## config.mk

```make
export PLATFORM = sky130hd
export DESIGN_NAME = half_adder
export DESIGN_NICKNAME = d
export VERILOG_FILES = /design/src/rtl/half_adder.sv
export SDC_FILE = /design/constraint.sdc
export NUM_CORES = 1
export LEC_CHECK = 0
export BUFFER_PORTS_ARGS = -buffer_cell sky130_fd_sc_hd__buf_2
export CORE_AREA = 8 8 45 47
export CTS_CLUSTER_SIZE = 30
export DETAILED_ROUTE_END_ITERATION = 6
export DIE_AREA = 0 0 53 55
export GPL_ROUTABILITY_DRIVEN = 0
export PLACE_DENSITY = 0.36
export SLEW_MARGIN = 30
export SYNTH_ARGS = -nofsm -noshare
export SYNTH_HDL_FRONTEND = slang
export SYNTH_SLANG_ARGS = --single-unit
```

## constraint.sdc

```tcl
create_clock -name clk -period 1.5 [get_ports clk]
set_clock_uncertainty 0.15 [all_clocks]
set_input_delay 0.3 -clock clk [delete_from_list [all_inputs] [get_ports clk]]
set_output_delay 0.3 -clock clk [all_outputs]
set_load 0.03 [all_outputs]
```

## src/rtl/half_adder.sv

```systemverilog
// rtl/half_adder.sv - registered, parameterizable bitwise half adder
//
// Each of WIDTH independent lanes produces sum = a ^ b and carry = a & b.
// Results are captured when in_valid is high and presented one clock later.
//
// Optional build macro: HALF_ADDER_CARRY_CNT_EN adds a saturating
// carry-event counter on the carry_count output.
//
// Parameters:
//   WIDTH        number of independent lanes (1..64)
//   CNT_W        carry-event counter width (4..32), used only with the macro
//
// Ports:
//   clk          rising-edge clock
//   rst          synchronous active-high reset
//   in_valid     qualifies a and b for capture on this edge
//   a, b         operands, one bit per lane
//   out_valid    one-cycle pulse per accepted input
//   sum          registered a ^ b
//   carry        registered a & b
//   any_carry    registered OR-reduction of carry
//   carry_count  saturating count of accepts with nonzero a & b (macro only)

module half_adder #(
  parameter int WIDTH = 1,
  parameter int CNT_W = 16
) (
  input  logic             clk,
  input  logic             rst,
  input  logic             in_valid,
  input  logic [WIDTH-1:0] a,
  input  logic [WIDTH-1:0] b,
  output logic             out_valid,
  output logic [WIDTH-1:0] sum,
  output logic [WIDTH-1:0] carry,
  output logic             any_carry
`ifdef HALF_ADDER_CARRY_CNT_EN
  ,
  output logic [CNT_W-1:0] carry_count
`endif
);

  logic [WIDTH-1:0] carry_next;

  assign carry_next = a & b;

  // Result registers: out_valid pulses per accept; data holds while idle so
  // operands are never looked at unless in_valid qualifies them.
  always_ff @(posedge clk) begin
    if (rst) begin
      out_valid <= 1'b0;
      sum       <= '0;
      carry     <= '0;
      any_carry <= 1'b0;
    end else begin
      out_valid <= in_valid;
      if (in_valid) begin
        sum       <= a ^ b;
        carry     <= carry_next;
        any_carry <= |carry_next;
      end
    end
  end

`ifdef HALF_ADDER_CARRY_CNT_EN
  localparam logic [CNT_W-1:0] CNT_ONE = {{(CNT_W-1){1'b0}}, 1'b1};

  logic [CNT_W-1:0] cnt;

  // Saturating event counter: stops at all-ones rather than wrapping.
  always_ff @(posedge clk) begin
    if (rst) begin
      cnt <= '0;
    end else if (in_valid && (|carry_next) && (cnt != {CNT_W{1'b1}})) begin
      cnt <= cnt + CNT_ONE;
    end
  end

  assign carry_count = cnt;
`endif

endmodule

```

Yosys cells after proc, flatten, opt, wreduce, memory -nomap -nowiden:

Index checks and enable logic that the tools add are counted.
Widths: inputs -> output; s select.

* register bits after elaboration: 3
* latch bits: 0
* RAM bits: 0
* memory bits (read-only): 0
* input bits: 5
* output and inout bits: 4
* logic and storage cells: 5
* memories kept: 0

* add/sub/neg operators: 0
* $mul: 0
* div/mod/pow operators: 0
* magnitude comparators: 0
* equal/unequal tests: 0
* shift-type cells: 0
* muxes and demuxes: 0
* bitwise gates (word level): 2
* reductions and logical operators: 0

Operators with widths (number)
* $and 1x1->1: 1
* $xor 1x1->1: 1

Depth between registers and ports, before layout:

* depth in word-level cells: 1
* depth in mapped cells: 3
* depth with buffers taken out: 3

Worst setup path after synthesis:

No wires, ideal clock.

* kind: flip-flop to output port
* start point: register carry
* end point: output port carry
* arrival time: 718 ps
* required time: 1050 ps
* path slack: 332 ps
* cell stages (with the launch flop): 2
* buffers on the path: 1
* cell sequence: dfxtp_1 -> buf_4

RTL lines
* start: declaration: RTL line 35 `output logic [WIDTH-1:0] carry,`
* start signal: assignment: RTL line 59 `carry <= carry_next;`

No word-level cell between the ends.

Worst setup path in the final report:

* start point: register carry
* end point: output port carry

No word-level cell between the ends.

==> summary.md <==
| Metric | Value |
|---|---|
| Net load switching power | 0.0620 mW |
| H-tree depth | 1 |
| Sw Share | 0.240 |
| Met3 WL | 104 µm |
| Largest net degree at the start of global routing | 4 |
| # Max-Cap Violations | 0 |
| Worst reg2reg path startpoint | carry |
| Crit Path Class | flip-flop to output pin |
| Total Die Area | 0.00292 mm² |
| Slew HR | 0.913 |
| TritonCTS Sinks | 3 |
| M1 WL | 136 µm |
| Number of routed nets with antenna violations | 0 |
| Share of cells above drive strength 1 | 0.524 |
| Syn_area_per_cell | 11.4 µm² |
| Worst Hold Class | input port to flip-flop |
| Placed cells | 33 |
| First DRT Iteration DRCs | 0 |
| Crit end category | output pin |
| Count of final setup violators | 0 |
| Cell Area, Synth | 114 µm² |
| Max FO, Critical Path | 3 |
| Tot GR Track Use | 0.0306 |
| Register area share after synthesis | 0.527 |
| Pleak | 0.101 nW |
| Startpoint Class | flip-flop |
| DR top layer | met3 |
| WP buf/inv | 1 |
| FILL cells | 160 |
| Input/output buffers | 8 |
| Core area | 0.00138 mm² |
| CP max stage delay | 0.34 ns |
| CTS tree | built |
| # IOs | 9 |
| Worst slew pin tran | 0.127 ns |
| Worst vdd ir | 227 µV |
| Worst EP arrival | 0.77 ns |
| Post-synthesis cell count | 10 |
| Internal | 0.197 mW |
| Post-CTS Setup Bufs | 0 |
| Hold Buf Count CTS | 0 |
| Pre-Repair DR Iteration Count | 1 |
| Metal2 WL | 73 µm |
| Crit-path slowest cell | dfxtp_1 |
| RSZ-0062 raised after global routing | false |
| Setup TNS | 0 ns |
| Combinational share of power | 0.124 |
| Routed Wire Length | 315 µm |
| FMAX | 0.817 GHz |
| Worst-Skew Late Latency | 0.23 ns |
| Critical path required time | 1.05 ns |
| Crit path cell chain | buf_2 |
| Global-route wire length before repair | 496 µm |
| Yosys Warn Count | 0 |
| Share of power burned in the clock network | 0.540 |
| N_diodes | 0 |
| CTS max path bufs | 2 |
| Cell row count | 14 |
| Reg clk slew, reported paths | 0.04 ns |
| Wire length per cell | 8.51 µm |
| Top delay family on crit path | flip-flops |
| Final worst-path cycle share | 0.816 |
| Vias in the first global route | 130 |
| Starting Density | 0.0823 |
| Critical Path Start | carry |
| Fin nets | 28 |
| Post_cts resized | 0 |
| Die width | 53 µm |
| Flop pwr share | 0.336 |
| Root Driver | clkbuf_4 |
| Fin crit period | 1.22 ns |
| Layout area overhead | 69.2% |
| Initial antenna violation count | 0 |
| Vias after detailed routing | 107 |
| Via density | 2.89 |
| Global route total overflow | 0 |
| Final hold vios | 0 |
| Min-delay src | rst |
| Inserted Clock Buffers | 3 |
| Unique masters post-synth | 6 |
| Yosys reg bits | 3 |
| DRC | 0 |
| Synthesized Nets | 16 |
| Final std cells w/o fill | 37 |
| Die Y-Extent | 55 µm |
| Power Dens Cells | 1340 mW/mm² |
| Status | complete, no violations |
| Slew Limit Fails | 0 |
## cells in the mapped netlist
library cell  number  area share
mux2i_1            2        0.18
buf_4              1       0.066
dfxtp_1            3        0.53
ha_1               1        0.11
nor2b_1            1       0.055
nor2_1             2       0.066
## kinds of logic (layout without fill, tap and decap cells)
logic type | count (synthesis) | count (layout) | share of synthesized area
mux | 2 | 2 | 0.176
fa+ha+maj | 1 | 1 | 0.110
flops | 3 | 3 | 0.527
simple gates | 3 | 3 | 0.121
buf+inv | 1 | 12 | 0.0660
## power by group through the flow
stage	logic, mW	registers (mW)	clock network (mW)
after CTS	0.0329	0.0870	0.148
after floorplan	0.0108	0.0972	0
after detailed placement	0.0329	0.0883	0
final	0.0322	0.0870	0.140
after global routing	0.0357	0.0873	0.160
after global placement	0.0323	0.0878	0
## routing by layer
layer  up-vias  global-route usage
met2         9              0.0234
met5         -                   0
met4         0              0.0388
met3         0              0.0561
li1         55                   -
met1        43              0.0212
## layout make-up
type,instances,area (µm²),share of cell area
Timing Repair Buffer,8,40.0,0.208
Clock buffer,4,26.3,0.136
Sequential cell,3,60.1,0.312
Tap cell,16,20.0,0.104
Multi-Input combinational cell,6,46.3,0.240
## final timing paths
kind,end,slack (ns),cells after the start
min reg2reg,sum,0.36,2
max reg2reg,carry,0.75,2
max,carry,0.28,1
min,sum,0.11,2
## per-stage QoR
stage,total power [mW],hold slack (ns),worst slack (ns),instance area (µm²),utilization
2_1_floorplan,0.108,0.222,0.332,114,-
3_3_place_gp,0.120,0.336,0.377,166,0.120
3_5_place_dp,0.121,0.356,0.363,166,0.120
4_1_cts,0.268,0.106,0.253,193,0.139
5_1_grt,0.283,0.111,0.223,193,0.139
6_report,0.259,0.111,0.276,193,0.139
## sequential cells by signal (all words and copies together) (netlist names)
signal     count
carry          1
out_valid      1
sum            1
## cell usage in the layout (no fill, tap or decap)
| cell type | netlist | routed |
|---|---|---|
| nor2_1 | 2 | 2 |
| clkbuf_4 | 0 | 3 |
| ha_1 | 1 | 1 |
| buf_2 | 0 | 8 |
| clkbuf_1 | 0 | 1 |
| dfxtp_1 | 3 | 3 |
| mux2i_1 | 2 | 2 |
| nor2b_1 | 1 | 1 |
No activity file was read; power rests on OpenSTA's default activity.
